$ cat config.mk
export PLATFORM = sky130hd
export DESIGN_NAME = siso_shift_ctrl
export DESIGN_NICKNAME = d
export VERILOG_FILES = /design/src/rtl/siso_pkg.sv /design/src/rtl/siso_shift_ctrl_piso_shreg.sv /design/src/rtl/siso_shift_ctrl.sv
export SDC_FILE = /design/constraint.sdc
export NUM_CORES = 1
export LEC_CHECK = 0
export ABC_AREA = 1
export ABC_CLOCK_PERIOD_IN_PS = 1200
export CAP_MARGIN = 20
export CORE_AREA = 5 5 42 44
export CTS_CLUSTER_DIAMETER = 100
export DETAILED_ROUTE_END_ITERATION = 16
export DIE_AREA = 0 0 47 49
export HOLD_SLACK_MARGIN = 0.1
export PLACE_DENSITY = 0.68
export SYNTH_ARGS = -nofsm -noshare
export SYNTH_HDL_FRONTEND = slang
export SYNTH_SLANG_ARGS = --single-unit
$ cat constraint.sdc
create_clock -name clk -period 1.2 [get_ports clk]
set_clock_uncertainty 0.05 [all_clocks]
set_input_delay 0.18 -clock clk [delete_from_list [all_inputs] [get_ports clk]]
set_output_delay 0.18 -clock clk [all_outputs]
set_load 0.1 [all_outputs]
$ cat src/rtl/siso_pkg.sv
// Shared types and width helpers for the serial shift-out sequencer.
// Latency: n/a (declarations only).
// Backpressure: n/a.
package siso_pkg;

  // Controller states. The ST_ prefix keeps the GAP state name from colliding
  // with the GAP parameter of the controller.
  typedef enum logic [1:0] {
    ST_IDLE  = 2'd0,
    ST_SHIFT = 2'd1,
    ST_GAP   = 2'd2
  } state_t;

  // Counter width for a counter that must hold the values 0..n-1.
  // Returns at least 1 so that degenerate counts still give a legal vector.
  function automatic int cnt_w(input int n);
    return (n <= 1) ? 1 : $clog2(n);
  endfunction

endpackage

$ cat src/rtl/siso_shift_ctrl_piso_shreg.sv
// N-bit parallel-in serial-out register: load, shift-left or hold; MSB is the serial bit.
// Latency: loaded word's MSB is visible the cycle after load; one bit per shift.
// Backpressure: none; the caller holds by deasserting both load and shift.
// Ports: clk, clear (sync, active-high), load, shift, din[N-1:0], msb.
module piso_shreg #(
  parameter int N = 4
) (
  input  logic         clk,
  input  logic         clear,
  input  logic         load,
  input  logic         shift,
  input  logic [N-1:0] din,
  output logic         msb
);

  logic [N-1:0] shreg;

  // load wins over shift so a back-to-back reload on the last bit replaces
  // the exhausted word instead of shifting it.
  always_ff @(posedge clk) begin
    if (clear) begin
      shreg <= '0;
    end else if (load) begin
      shreg <= din;
    end else if (shift) begin
      shreg <= {shreg[N-2:0], 1'b0};
    end
  end

  assign msb = shreg[N-1];

endmodule

$ cat src/rtl/siso_shift_ctrl.sv
// Sequencer serialising N-bit words MSB-first with a programmable idle gap after each word.
// Latency: first bit the cycle after handshake; N unstalled cycles per word; period N+GAP+1 (N if GAP=0).
// Backpressure: in_ready low while a word is in flight or during the gap; stall freezes shifting.
// Ports: clk, clear (sync, active-high), in_valid/in_data/in_ready (word input handshake),
//        stall, so/so_valid (serial output), busy (not idle), done (pulse after last bit).
module siso_shift_ctrl
  import siso_pkg::*;
#(
  parameter int N   = 4,
  parameter int GAP = 1
) (
  input  logic         clk,
  input  logic         clear,
  input  logic         in_valid,
  input  logic [N-1:0] in_data,
  output logic         in_ready,
  input  logic         stall,
  output logic         so,
  output logic         so_valid,
  output logic         busy,
  output logic         done
);

  localparam int BW = cnt_w(N);
  localparam int GW = cnt_w(GAP + 1);
  localparam logic [BW-1:0] BIT_LAST = BW'(N - 1);
  localparam logic [GW-1:0] GAP_LAST = GW'((GAP > 0) ? (GAP - 1) : 0);

  state_t        state, state_nxt;
  logic [BW-1:0] bit_cnt;
  logic [GW-1:0] gap_cnt;
  logic          done_q;

  logic          load;
  logic          shift;
  logic          last_bit;
  logic          rdy_c;
  logic          sov_c;
  logic          shreg_msb;

  piso_shreg #(.N(N)) u_shreg (
    .clk   (clk),
    .clear (clear),
    .load  (load),
    .shift (shift),
    .din   (in_data),
    .msb   (shreg_msb)
  );

  always_comb begin
    state_nxt = state;
    load      = 1'b0;
    shift     = 1'b0;
    last_bit  = 1'b0;
    rdy_c     = 1'b0;
    sov_c     = 1'b0;
    unique case (state)
      ST_IDLE: begin
        rdy_c = 1'b1;
        if (in_valid) begin
          load      = 1'b1;
          state_nxt = ST_SHIFT;
        end
      end
      ST_SHIFT: begin
        sov_c = ~stall;
        if (!stall) begin
          shift = 1'b1;
          if (bit_cnt == BIT_LAST) begin
            last_bit = 1'b1;
            if (GAP == 0) begin
              // Back-to-back: accept the next word on the last bit, no dead cycle.
              rdy_c = 1'b1;
              if (in_valid) begin
                load      = 1'b1;
                state_nxt = ST_SHIFT;
              end else begin
                state_nxt = ST_IDLE;
              end
            end else begin
              state_nxt = ST_GAP;
            end
          end
        end
      end
      ST_GAP: begin
        if (gap_cnt == GAP_LAST) begin
          state_nxt = ST_IDLE;
        end
      end
      default: state_nxt = ST_IDLE;
    endcase
    // The clear cycle accepts nothing.
    if (clear) begin
      load  = 1'b0;
      rdy_c = 1'b0;
    end
  end

  always_ff @(posedge clk) begin
    if (clear) begin
      state   <= ST_IDLE;
      bit_cnt <= '0;
      gap_cnt <= '0;
      done_q  <= 1'b0;
    end else begin
      state  <= state_nxt;
      done_q <= last_bit;
      // Return to 0 at the terminal count rather than wrapping past it.
      if (load || last_bit) begin
        bit_cnt <= '0;
      end else if (shift) begin
        bit_cnt <= bit_cnt + 1'b1;
      end
      if (state == ST_GAP && gap_cnt != GAP_LAST) begin
        gap_cnt <= gap_cnt + 1'b1;
      end else begin
        gap_cnt <= '0;
      end
    end
  end

  // Outputs are forced low during the clear cycle itself.
  assign in_ready = rdy_c;
  assign so_valid = sov_c & ~clear;
  assign so       = (state == ST_SHIFT) & shreg_msb & ~clear;
  assign busy     = (state != ST_IDLE) & ~clear;
  assign done     = done_q & ~clear;

endmodule

Word-level counts from Yosys, hierarchy flattened
Cells that the tools add are included.
{ "classes": {"bitwise_logic": 8, "eq_ne": 7, "addsub": 2, "reduce_logical": 8, "mux": 18} }
{ "ops": {"columns": ["cell", "n"], "rows": [
  ["1-bit two-way mux", 11],
  ["2-bit two-way mux", 4],
  ["4-bit two-way mux", 2],
  ["2-bit inequality test, second input constant", 4],
  ["2-bit case mux with 3 select lines", 1],
  ["1-bit bitwise AND", 5],
  ["2-bit == test, second input constant", 2],
  ["4-bit AND reduction", 1],
  ["2-bit nonzero test", 2],
  ["2-bit OR reduction", 2],
  ["1-bit NOT", 3],
  ["2-bit by 1-bit adder with 2-bit output, second input constant", 1],
  ["2-bit by 1-bit == test with 1-bit output, second input constant", 1],
  ["2-bit zero test", 1],
  ["1-bit adder, second input constant", 1],
  ["1-bit logical AND", 1],
  ["1-bit logical OR", 1]
]} }
{ "totals": {"inputBits": 8, "output_inout_bits": 5, "elab_cells": 48, "reg_bits": 10} }

Logic depth before layout (Yosys ltp)
Gate-level depths: netlist of run 1.
{ "depth": {"word_depth": 6, "depth_mapped": 7, "depth_no_buf": 7} }

Cells and area by module
A second synthesis of run 1 with hierarchy kept.
{ "unflattened": {"hier_cells": 74, "hier_area_um2": 490.5} }
{ "by_module_without_submodules": {"columns": ["mod", "area_per_inst_um2", "cells_each", "seq_area_each_um2", "instances"], "rows": [
  ["siso_shift_ctrl", 302.8, 45, 120.1, 1],
  ["piso_shreg", 187.7, 29, 80.1, 1]
]} }

Worst setup path after synthesis of run 1
Ideal clock, no wire load.
{ "synth_timing": {"kind": "register to output", "start": "register state[1]", "end": "output port in_ready", "slack_ps": -1494, "t_required_ps": 970, "n_path_buf": 0, "path_stages_with_launch": 2, "t_arrival_ps": 2464, "cell_sequence": "dfxtp_1 -> nor3_1"} }
{ "synth_via": {"elab_chain_cells": 3} }
{ "synth_lines": {"columns": ["item", "line", "text"], "rows": [
  ["start, declared", "siso_shift_ctrl.sv:29", "state_t state, state_nxt;"],
  ["start signal, assigned", "siso_shift_ctrl.sv:107", "state <= state_nxt;"],
  ["2-bit zero test", "siso_shift_ctrl.sv:57", "unique case (state)"],
  ["1-bit two-way mux", "siso_shift_ctrl.sv:57", null],
  ["1-bit two-way mux", "siso_shift_ctrl.sv:94", "if (clear) begin"],
  ["end, declared", "siso_shift_ctrl.sv:16", "output logic in_ready,"]
]} }
Every way passes these cells.

Worst setup path in the final report of run 1
{ "layout_timing": {"start": "register state[0]", "end": "output port so"} }
{ "layout_via": {"elab_chain_cells": 3} }
{ "layout_lines": {"columns": ["item", "line", "text"], "rows": [
  ["2-bit by 1-bit == test with 1-bit output", "siso_shift_ctrl.sv:126", "assign so = (state == ST_SHIFT) & shreg_msb & ~clear;"],
  ["1-bit bitwise AND (2 in series)", "siso_shift_ctrl.sv:126", null],
  ["end, declared", "siso_shift_ctrl.sv:18", "output logic so,"]
]} }
Every way passes these cells.

==> summary.md, run 1 <==
| Metric | Value |
|---|---|
| Initial Utilization | `36.6%` |
| Largest family of logic cells by synthesized area | `simple AND/OR/NAND/NOR gates` |
| Adder-cell share of the synthesized area | `about 2.4%` |
| Placed cells | `between 100 and 150` |
| Wire length on met1 | `approximately 570 um` |
| Post-route cell area | `0.00104 mm2` |
| Smallest setup slack after layout | `-0.209 ns` |
| Clock latency reported for the late side of the worst-skew pair | `approximately 0.26 ns` |
| Global route overflow | `0` |
| Compound-cell area share of the yosys netlist | `just under 5%` |
| Clock buffer count from CTS | `3` |
| Startpoint class of the critical path | `register` |
| Final net count | `~120` |
| Number of placed I/O pins | `13` |
| Outcome | `finished with violations` |
| Met2 wire len | `about 760 um` |
| Synthesized netlist cell count | `70` |
| Max-cap viol count | `0` |
| Vias per cell | `between 4 and 5` |
| # clock sinks | `10` |
| CTS H-Tree Depth | `1` |
| CTS clock-pin slew for the worst setup and hold paths | `0.07 ns` |
| Most common cell type on the critical path | `sky130_fd_sc_hd__nor2_4` |
| Sequential-to-total area share from yosys stat | `39.0%` |
| Critical Path Max Stage Delay | `0.37 ns` |
| Worst hold path class | `input pin to register` |
| Register bit total from synthesis | `10` |
| Worst hold slack after final layout | `roughly 0.22 ns` |
| Slack of the worst reg-to-reg path | `-0.04 ns` |
| Total routing usage reported by global routing | `12.6%` |
| Fraction of final layout cells sized beyond drive strength 1 | `55.0%` |
| Maximum net fanout on the critical path | `4` |
| Crit path DAT | `between 1 and 1.5 ns` |
| Total power per unit cell area | `~1000 mW/mm2` |
| Pin count of the biggest net entering global routing | `10` |
| Area share of xor/xnor cells in the synthesized design | `3.17%` |
| Initial antenna violation count | `0` |
| Final Cycle Share | `117%` |
| Count of cell types in the netlist | `16` |
| First-pass detailed-route iteration total | `4` |
| Fmax achieved | `710 MHz` |
| Final std cells w/o fill | `125` |
| Data required time at the worst endpoint | `0.97 ns` |
| Total power draw | `1020 uW` |
| Last weighted congestion value of the routability-driven placer | `0.868` |
| Cell count of the worst hold path | `3` |
| Start of the worst register-to-register path | `state[1]` |
| Unrepaired setup endpoints after global routing | `true` |
| Post-Synthesis Cell Area | `513 um2` |
| Post-synth net total | `79` |
| WL per Instance | `11.0 um` |
| Die width | `47 um` |
| Leakage power total | `roughly 0.00048 uW` |
| Wire length of the first global-routing pass | `between 2 and 2.5 mm` |
| Final wirelength | `1.38 mm` |
| Post-route core utilization | `~74%` |
| Worst reg2reg endpoint | `u_shreg.shreg[3]` |
| Register-to-Register Path Depth | `7` |
| Number of design-rule violations left by the first detailed-router iteration | `2` |
| Die footprint | `0.00230 mm2` |
| Terminating pin of the worst hold path | `state[1]` |
| Worst setup path start | `state[0]` |
| Setup violators final | `9` |
| Yosys synthesis warning count | `0` |
| Half-perimeter wire length of the detailed placement result | `about 980 um` |
| Wire length on met3 | `48 um` |
| WS Path Type | `register to primary output` |
| Total vias in the final route | `about 580` |
| Multiplexer share of the synthesized area | `0%` |
| Placement Cell Area | `856 um2` |
| Vertical die dimension | `49 um` |
| # rows | `14` |
| Violated checks | `negative setup slack` |
| Category of the worst setup path capture point | `primary output` |
| Max-slew violation count | `0` |
| Area growth from synthesis to layout | `103%` |
| Count of antenna-violating nets left after detailed routing | `0` |
| Buf/Inv on CP | `2` |
| Clock tree from TritonCTS | `built` |
| # hold bufs at CTS | `0` |
| Final period demand of the worst path | `1.41 ns` |
| Cell class contributing the biggest share of worst-path delay | `flip-flops` |
| Antenna diode count | `0` |
| Post-route DRC violation count | `0` |
| Count of endpoints failing hold in the final timing report | `0` |
| Worst VDD drop | `0.908 mV` |
| Fraction of the mapped netlist area in simple logic gates | `41.0%` |
| Highest Signal Layer | `met3` |
| Port Buf Inserts | `12` |
| CTS max path bufs | `2` |
| Hold path start | `clear` |
| CORE AREA | `approximately 0.0014 mm2` |
| Slowest library cell on the worst path | `sky130_fd_sc_hd__dfxtp_4` |
| Cell chosen for the clock root | `sky130_fd_sc_hd__clkbuf_4` |
| Cell chain of the critical path | `inv_4 > nor2_4 > nand2_2 > nor2_4 > buf_12` |
| Vias in the first global route | `534` |
| Syn Area/Cell | `between 7 and 8 um2` |
==> worst reg2reg max path, stage by stage (launching register included) <==
cell and delay (ns):
sky130_fd_sc_hd__dfxtp_4 0.37, sky130_fd_sc_hd__buf_6 0.12, sky130_fd_sc_hd__nor2_4 0.13, sky130_fd_sc_hd__buf_6 0.14, sky130_fd_sc_hd__nand3_4 0.09, sky130_fd_sc_hd__nand2_1 0.10, sky130_fd_sc_hd__nand2_1 0.07, sky130_fd_sc_hd__a21oi_2 0.11
==> logic make-up after synthesis <==
| group | Yosys count |
|---|---|
| flops | 10 |
| other cells | 1 |
| buf+inv | 12 |
| simple gates | 40 |
| compound gates | 5 |
| fa+ha+maj | 1 |
| xor+xnor | 1 |
==> metrics by stage <==
| step | TNS, ns | setup WS, ns |
|---|---|---|
| 6_report | -0.816 | -0.209 |
| 3_3_place_gp | -2.58 | -0.236 |
| 3_5_place_dp | -2.83 | -0.249 |
| 2_1_floorplan | -0.565 | -0.194 |
| 4_1_cts | -0.792 | -0.262 |
| 5_1_grt | -1.35 | -0.275 |
==> cell usage after synthesis <==
library cell | count | area (um2)
sky130_fd_sc_hd__nand2_1 | 15 | 56.3
sky130_fd_sc_hd__clkbuf_1 | 1 | 3.75
sky130_fd_sc_hd__inv_1 | 10 | 37.5
sky130_fd_sc_hd__dfxtp_1 | 10 | 200
sky130_fd_sc_hd__nor2_4 | 2 | 22.5
sky130_fd_sc_hd__a21oi_1 | 5 | 25.0
sky130_fd_sc_hd__xnor2_2 | 1 | 16.3
sky130_fd_sc_hd__nand4_1 | 6 | 37.5
sky130_fd_sc_hd__nand3_1 | 7 | 35.0
sky130_fd_sc_hd__nand2_4 | 1 | 11.3
sky130_fd_sc_hd__ha_1 | 1 | 12.5
sky130_fd_sc_hd__nor2_1 | 6 | 22.5
sky130_fd_sc_hd__nand3_2 | 2 | 20.0
sky130_fd_sc_hd__inv_2 | 1 | 3.75
sky130_fd_sc_hd__nor3_1 | 1 | 5.00
sky130_fd_sc_hd__conb_1 | 1 | 3.75
==> state kept, by name (all words and copies together) (netlist names) <==
| name | count |
|---|---|
| gap_cnt | 1 |
| done_q | 1 |
| u_shreg.shreg | 4 |
| bit_cnt | 2 |
| state | 2 |
==> layout make-up <==
class                           instances  area, um2
Sequential cell                        10        208
Fill cell                              94        360
Clock buffer                            4       36.3
Inverter                               11       43.8
Timing Repair Buffer                   35        368
Tap cell                               16       20.0
Multi-Input combinational cell         49        365
==> worst max-delay path by stage <==
stage / end / slack, ns / cells past startpoint
after floorplan: so_valid / -0.19 / 4
after global placement: done / -0.24 / 4
after detailed placement: bit_cnt[0] / -0.25 / 7
after CTS: so / -0.26 / 5
after global routing: so_valid / -0.28 / 5
final: so / -0.21 / 5
==> per-layer routing <==
metal  up-vias  global-route usage, %
met2         9                   20.6
met1       256                   15.5
met3         0                   4.43
met5         -                      0
li1        310                      -
met4         0                   2.76
==> placed cells by master, fill, tap and decap left out <==
cell type,Yosys,routed
sky130_fd_sc_hd__buf_12,0,5
sky130_fd_sc_hd__clkbuf_4,0,3
sky130_fd_sc_hd__nand2_4,1,1
sky130_fd_sc_hd__buf_4,0,15
sky130_fd_sc_hd__nand3_2,2,5
sky130_fd_sc_hd__xnor2_2,1,1
sky130_fd_sc_hd__inv_4,0,1
sky130_fd_sc_hd__nand2_1,15,10
sky130_fd_sc_hd__clkbuf_8,0,1
sky130_fd_sc_hd__clkdlybuf4s50_1,0,6
sky130_fd_sc_hd__dfxtp_1,10,8
sky130_fd_sc_hd__a21oi_1,5,2
sky130_fd_sc_hd__nor3_4,0,1
sky130_fd_sc_hd__inv_1,10,9
sky130_fd_sc_hd__nor2_1,6,2
sky130_fd_sc_hd__nand4_1,6,6
sky130_fd_sc_hd__nor2_4,2,6
sky130_fd_sc_hd__inv_2,1,1
sky130_fd_sc_hd__buf_6,0,8
sky130_fd_sc_hd__a21oi_2,0,3
sky130_fd_sc_hd__dfxtp_4,0,2
sky130_fd_sc_hd__nand2_2,0,5
sky130_fd_sc_hd__nand3_4,0,1
sky130_fd_sc_hd__conb_1,1,1
sky130_fd_sc_hd__clkbuf_2,0,1
sky130_fd_sc_hd__nand3_1,7,4
sky130_fd_sc_hd__ha_1,1,1
==> power breakdown <==
group | total [uW] | internal [uW] | switching, uW | leakage [uW]
registers | 365 | 349 | 16.1 | 0.0000833
clock network | 304 | 184 | 120 | 0.0000210
logic | 348 | 167 | 181 | 0.000373
total | 1020 | 700 | 317 | 0.000478
==> what timing repair did <==
item                       CTS  global route
buffers inserted             5             5
gates cloned                 0             1
setup endpoints to repair    5            12
pin swaps                    6             8
resized for setup           10            15
(Power assumes the default switching activity.)
==> inputs of run 2 (changes only) <==
--- a/config.mk
+++ b/config.mk
@@ -15,3 +15,5 @@
 export HOLD_SLACK_MARGIN = 0.1
+export MAX_ROUTING_LAYER = met4
 export PLACE_DENSITY = 0.68
+export SKIP_CTS_REPAIR_TIMING = 1
 export SYNTH_ARGS = -nofsm -noshare
--- a/constraint.sdc
+++ b/constraint.sdc
@@ -4,2 +4,2 @@
 set_output_delay 0.18 -clock clk [all_outputs]
-set_load 0.1 [all_outputs]
+set_load 0.005 [all_outputs]
==> run 2 against run 1 <==
Against the previous run: the flow still finishes with violations (negative setup slack); core utilization fell by 13 points; hold slack improved by 0.16 ns; via count shrank 0.17%; combinational power shrank 34%; wire length fell by 6.6%; first-iteration DRC count grew to 8.0 times the previous value; count of clock-buffer cells in the layout is the same; largest cell class is now multi-input combinational cells; highest routed layer is now met4.
==> summary.md, run 2 (synthesized netlist as in run 1, its figures left out) <==
| Metric | Value |
|---|---|
| Outcome | `finished with violations` |
| Violated checks | `negative setup slack` |
| Top library cells by usage in the layout, fill and taps aside | `sky130_fd_sc_hd__buf_4 (14), sky130_fd_sc_hd__nand2_1 (12), sky130_fd_sc_hd__inv_1 (9)` |
| Fraction of final layout cells sized beyond drive strength 1 | `42.7%` |
| Most frequent standard cell in the layout excluding fill and tap cells | `sky130_fd_sc_hd__buf_4` |
| Worst VDD drop | `0.828 mV` |
| Worst hold slack after final layout | `0.376 ns` |
| Register containing the most flip-flops in the final layout | `u_shreg.shreg` |
| Antenna diode count | `0` |
| Initial antenna violation count | `0` |
| Clock buffer count from CTS | `3` |
| Data required time at the worst endpoint | `0.97 ns` |
| Post-route DRC violation count | `0` |
| Final period demand of the worst path | `between 1 and 1.5 ns` |
| Clock tree from TritonCTS | `built` |
| Cell chosen for the clock root | `sky130_fd_sc_hd__clkbuf_4` |
| Vias in the first global route | `460` |
| # rows | `14` |
| Slack of the worst reg-to-reg path | `0 ns` |
| Hold path start | `clear` |
| Vertical die dimension | `49 um` |
| Final Cycle Share | `121%` |
| Register-to-Register Path Depth | `8` |
| Placed cells | `111` |
| Vias per cell | `approximately 4.8` |
| Die footprint | `0.00230 mm2` |
| Leakage power total | `0.000443 uW` |
| Cell count of the worst hold path | `3` |
| Global route overflow | `0` |
| Start of the worst register-to-register path | `state[0]` |
| WS Path Type | `register to primary output` |
| Cell chain of the critical path | `inv_2 > nor2_4 > buf_6 > buf_6 > nand2_2 > nor2_2 > buf_2` |
| Final std cells w/o fill | `119` |
| Number of design-rule violations left by the first detailed-router iteration | `16` |
| Total power per unit cell area | `between 1000 and 1500 mW/mm2` |
| Port Buf Inserts | `12` |
| Fill cells | `128` |
| Most common cell type on the critical path | `sky130_fd_sc_hd__buf_6` |
| Clock latency reported for the late side of the worst-skew pair | `about 0.26 ns` |
| WL per Instance | `between 10 and 15 um` |
| Number of placed I/O pins | `13` |
| Max-slew violation count | `0` |
| Flip-flop count of the largest register after layout | `4` |
| Slowest library cell on the worst path | `sky130_fd_sc_hd__dfxtp_2` |
| Critical Path Max Stage Delay | `0.34 ns` |
| Pin count of the biggest net entering global routing | `10` |
| Setup violators final | `5` |
| Max-cap viol count | `0` |
| Last weighted congestion value of the routability-driven placer | `around 0.76` |
| Crit path DAT | `roughly 1.2 ns` |
| Wire length of the first global-routing pass | `roughly 2.0 mm` |
| CTS H-Tree Depth | `1` |
| Worst reg2reg endpoint | `bit_cnt[0]` |
| Final wirelength | `1.28 mm` |
| Smallest setup slack after layout | `-0.253 ns` |
| Terminating pin of the worst hold path | `done_q` |
| Worst-case setup slack after placement | `-0.488 ns` |
| Final net count | `113` |
| Regs by FF count | `u_shreg.shreg x4, bit_cnt x2, state x2` |
| Unrepaired setup endpoints after global routing | `true` |
| Sequential cell area | `203 um2` |
| # clock sinks | `10` |
| Startpoint class of the critical path | `register` |
| Total power draw | `approximately 900 uW` |
| Half-perimeter wire length of the detailed placement result | `926 um` |
| Initial Utilization | `36.6%` |
| CTS max path bufs | `2` |
| CORE AREA | `about 0.0014 mm2` |
| Count of antenna-violating nets left after detailed routing | `0` |
| CTS clock-pin slew for the worst setup and hold paths | `0.07 ns` |
| Count of endpoints failing hold in the final timing report | `0` |
| Total vias in the final route | `574` |
| Fmax achieved | `just under 700 MHz` |
| First-pass detailed-route iteration total | `4` |
| Category of the worst setup path capture point | `primary output` |
| Maximum net fanout on the critical path | `2` |
| Total routing usage reported by global routing | `12.3%` |
| Area growth from synthesis to layout | `66.6%` |
| Worst hold path class | `input pin to register` |
| Die width | `roughly 47 um` |
| Area taken by multi-input logic gates | `about 310 um2` |
==> run 2: worst max-delay path by stage <==
stage	startpoint	endpoint	slack (ns)	depth (start not counted)
2_1_floorplan	state[0]	bit_cnt[0]	0.1	6
3_3_place_gp	clear	in_ready	-0.47	3
3_5_place_dp	clear	in_ready	-0.49	3
4_1_cts	state[1]	in_ready	-0.50	3
5_1_grt	state[0]	so	-0.35	7
6_report	state[0]	so	-0.25	7
==> run 2: routing by layer <==
metal | wire (um) | GRT usage, %
met4 | 14 | 4.15
met1 | 534 | 18.0
met5 | 0 | -
met3 | 68 | 4.43
met2 | 666 | 15.4
==> run 2: cell type report <==
type / instances / share of cell area [%]
multi-input combinational: 49 / 36.3
timing repair buffer: 29 / 28.6
sequential: 10 / 23.7
inverter: 11 / 4.83
clock buffer: 4 / 4.25
tap: 16 / 2.34
==> run 2: per-stage QoR <==
step / cell area, um2 / util (%) / setup TNS [ns]
finish: 855 / 61.0 / -0.560
global route: 855 / 61.0 / -1.18
CTS: 791 / 56.4 / -3.40
detailed placement: 754 / 53.8 / -5.29
global placement: 754 / 53.8 / -5.23
floorplan: 513 / - / 0
==> run 2: worst max-delay path: cells and delay by family, from the launching register on <==
kind	cells	cell delay [ns]
flip-flops	1	0.34
AND/OR/NAND/NOR	3	0.26
buffers and inverters	4	0.36
==> run 2: power breakdown <==
part	internal (uW)	total [uW]	switching, uW
Combinational	125	231	106
Sequential	351	363	12.0
Clock	184	298	114
Total	660	892	233
==> inputs of run 3 (changes only) <==
CTS_CLUSTER_DIAMETER = 40   (was 100)
PLACE_DENSITY = 0.66   (was 0.68)
SYNTH_HIERARCHICAL = 1   (was unset)
==> run 3 against run 2 <==
Against the previous run: the flow still finishes with violations (negative setup slack); sequential power is 1% lower; core utilization up 0.98 points; sequential cell count stayed put; via count down 2.3%; cell area grew 1.6%; final cell count grew 1.7%; critical path type unchanged; highest routed layer unchanged; wire length up 4.6%; critical path depth down 2; critical endpoint unchanged; non-clock buffer count decreased by 1.
==> summary.md, run 3 <==
| Metric | Value |
|---|---|
| Clock buffer count from CTS | `3` |
| First-pass detailed-route iteration total | `4` |
| Leading post-synthesis cells by instance count | `sky130_fd_sc_hd__nand2_1 (20), sky130_fd_sc_hd__inv_1 (12), sky130_fd_sc_hd__dfxtp_1 (10), sky130_fd_sc_hd__nor2_1 (10), sky130_fd_sc_hd__nand3_1 (6)` |
| Startpoint class of the critical path | `register` |
| Final wirelength | `1.34 mm` |
| Count of cell types in the netlist | `18` |
| Flip-flop count of the largest register after layout | `4` |
| Count of flip-flops with a built-in enable after synthesis | `0` |
| Outcome | `finished with violations` |
| CTS clock-pin slew for the worst setup and hold paths | `about 0.070 ns` |
| Register bit total from synthesis | `10` |
| Leading post-synthesis cells by cell area | `sky130_fd_sc_hd__dfxtp_1 (41%), sky130_fd_sc_hd__nand2_1 (15%), sky130_fd_sc_hd__inv_1 (9.2%), sky130_fd_sc_hd__nor2_1 (7.7%), sky130_fd_sc_hd__nand3_1 (6.1%)` |
| Pin count of the biggest net entering global routing | `12` |
| Top library cells by usage in the layout, fill and taps aside | `sky130_fd_sc_hd__nand2_1 (13), sky130_fd_sc_hd__buf_4 (11), sky130_fd_sc_hd__inv_1 (10)` |
| Post-route DRC violation count | `0` |
| Syn Area/Cell | `between 6 and 7 um2` |
| Clock latency reported for the late side of the worst-skew pair | `0.27 ns` |
| Worst hold path class | `input pin to register` |
| Final total negative setup slack | `-0.426 ns` |
| Part of the power in registers | `42.6%` |
| Global route overflow | `0` |
| WL per Instance | `11.1 um` |
| Regs by FF count | `u_shreg/shreg x4, bit_cnt x2, state x2` |
| Number of placed I/O pins | `13` |
| Synthesized netlist cell count | `74` |
| Die width | `around 47 um` |
| Initial Utilization | `35.0%` |
| Yosys synthesis warning count | `6` |
| Vias per cell | `between 4 and 5` |
| Antenna diode count | `0` |
| Port Buf Inserts | `12` |
| CTS max path bufs | `2` |
| Wire length of the first global-routing pass | `1.77 mm` |
| Max-cap viol count | `0` |
| Most frequent standard cell in the layout excluding fill and tap cells | `sky130_fd_sc_hd__nand2_1` |
| Leakage power total | `0.000444 uW` |
| Clock tree from TritonCTS | `built` |
| Total power per unit cell area | `968 mW/mm2` |
| Start of the worst register-to-register path | `state[0]` |
| Initial antenna violation count | `0` |
| # clock sinks | `10` |
| Largest area contributor in the synthesized netlist | `sky130_fd_sc_hd__dfxtp_1` |
| Smallest setup slack after layout | `-0.0911 ns` |
| Total routing usage reported by global routing | `11.1%` |
| Final Cycle Share | `108%` |
| Vertical die dimension | `49 um` |
| CORE AREA | `0.00140 mm2` |
| Proportion of register bits with asynchronous set or reset after synthesis | `0%` |
| Most instantiated library cell after synthesis | `sky130_fd_sc_hd__nand2_1` |
| Die footprint | `between 0.002 and 0.0025 mm2` |
| Violated checks | `negative setup slack` |
| Count of endpoints failing hold in the final timing report | `0` |
| Top cell type's share of synthesized area | `40.8%` |
| Total vias in the final route | `between 500 and 600` |
| Cell chain of the critical path | `inv_4 > nor2_4 > nand2_1 > nor2_1 > buf_2` |
| Worst VDD drop | `0.942 mV` |
| Post-synth net total | `83` |
| Worst setup path start | `state[0]` |
| Last weighted congestion value of the routability-driven placer | `0.794` |
| Vias in the first global route | `452` |
| Final period demand of the worst path | `1.29 ns` |
| Top_reg_cell synth | `sky130_fd_sc_hd__dfxtp_1` |
| Register containing the most flip-flops in the final layout | `u_shreg/shreg` |
| Half-perimeter wire length of the detailed placement result | `832 um` |
| Setup violators final | `7` |
| Fill cells | `around 130` |
| Crit path DAT | `1.06 ns` |
| Unrepaired setup endpoints after global routing | `true` |
| Relative contribution of combinational cells to total power | `about 22%` |
| Max-slew violation count | `0` |
| Category of the worst setup path capture point | `primary output` |
| Cell chosen for the clock root | `sky130_fd_sc_hd__clkbuf_4` |
| Final net count | `between 100 and 150` |
| Switch share | `25.3%` |
| Cell-internal power | `between 600 and 700 uW` |
| Slowest library cell on the worst path | `sky130_fd_sc_hd__dfxtp_4` |
| Clock share of power | `approximately 36%` |
| Count of antenna-violating nets left after detailed routing | `0` |
| Post-Synthesis Cell Area | `490 um2` |
| Post-route core utilization | `62.0%` |
| Fraction of final layout cells sized beyond drive strength 1 | `46.7%` |
| Psw | `roughly 210 uW` |
| Maximum net fanout on the critical path | `5` |
| WS Path Type | `register to primary output` |
| Number of design-rule violations left by the first detailed-router iteration | `19` |
| Critical Path Max Stage Delay | `approximately 0.40 ns` |
| Area growth from synthesis to layout | `77.0%` |
| # rows | `14` |
| Hold path start | `clear` |
| CTS H-Tree Depth | `1` |
| Data required time at the worst endpoint | `0.97 ns` |
| Fmax achieved | `775 MHz` |
| Sequential-to-total area share from yosys stat | `between 40% and 50%` |
[run 3: changes by cell type after synthesis, sizes merged]
cell	before	now
nand4	6	1
nand2	16	20
nor2	8	12
inv	11	14
nand3	9	7
a21oi	5	4
nand3b	0	1
o21ai	0	1
xnor2	1	0
[run 3: stage by stage]
step	instances	area (um2)	setup WS [ns]	total power [uW]	hold slack [ns]
6_report	121	868	-0.0911	840	0.362
3_3_place_gp	109	694	-0.443	490	0.398
3_5_place_dp	109	694	-0.451	492	0.408
2_1_floorplan	74	498	0.0406	423	0.192
4_1_cts	113	731	-0.539	798	0.412
5_1_grt	121	868	-0.155	886	0.380
[run 3: path summary, 6_finish.rpt]
path	end	slack [ns]	cells past startpoint
worst max-delay path	so	-0.09	5
worst min-delay path	state[0]	0.36	4
worst max register to register	u_shreg/shreg[3]	-0.09	8
worst min register to register	state[1]	0.40	2
[run 3: power groups by stage]
stage | combinational [uW] | clock [uW] | sequential [uW]
finish | 183 | 299 | 358
CTS | 130 | 312 | 355
detailed placement | 130 | 0 | 362
global route | 199 | 327 | 360
global placement | 128 | 0 | 362
floorplan | 62.4 | 0 | 360
[run 3: cell type report]
type                    count  area [um2]  area share (%)
clock buffers               4        36.3            4.18
inverters                  14        57.6            6.63
multi-input cells          49         309            35.6
flip-flops and latches     10         208            23.9
well taps                  16        20.0            2.31
repair buffers             28         238            27.4
[run 3: critical path, delay by kind of cell, from the launching register on]
kind          cells  cell delay [ns]
buf+inv           2             0.16
flops             1             0.40
simple gates      3             0.23
[run 3: cell families (layout without fill, tap and decap cells)]
| logic type | after synthesis | after routing | synth area share, % |
|---|---|---|---|
| AND/OR/NAND/NOR | 42 | 42 | 38.5 |
| buffers and inverters | 15 | 46 | 11.5 |
| flip-flops | 10 | 10 | 40.8 |
| AO/OA/AOI/OAI | 5 | 5 | 5.87 |
| adder cells (fa/ha/maj) | 1 | 1 | 2.55 |
| other | 1 | 1 | 0.765 |
[run 3: per-layer routing]
layer / part of all wire, % / routed length, um / vias to the layer above / track usage (%)
met3: 3.8 / 51 / 5 / 4.43
met5: 0 / 0 / - / -
met4: 1.3 / 18 / 0 / 5.53
li1: - / - / 291 / -
met1: 41 / 550 / 253 / 12.6
met2: 54 / 723 / 12 / 16.3
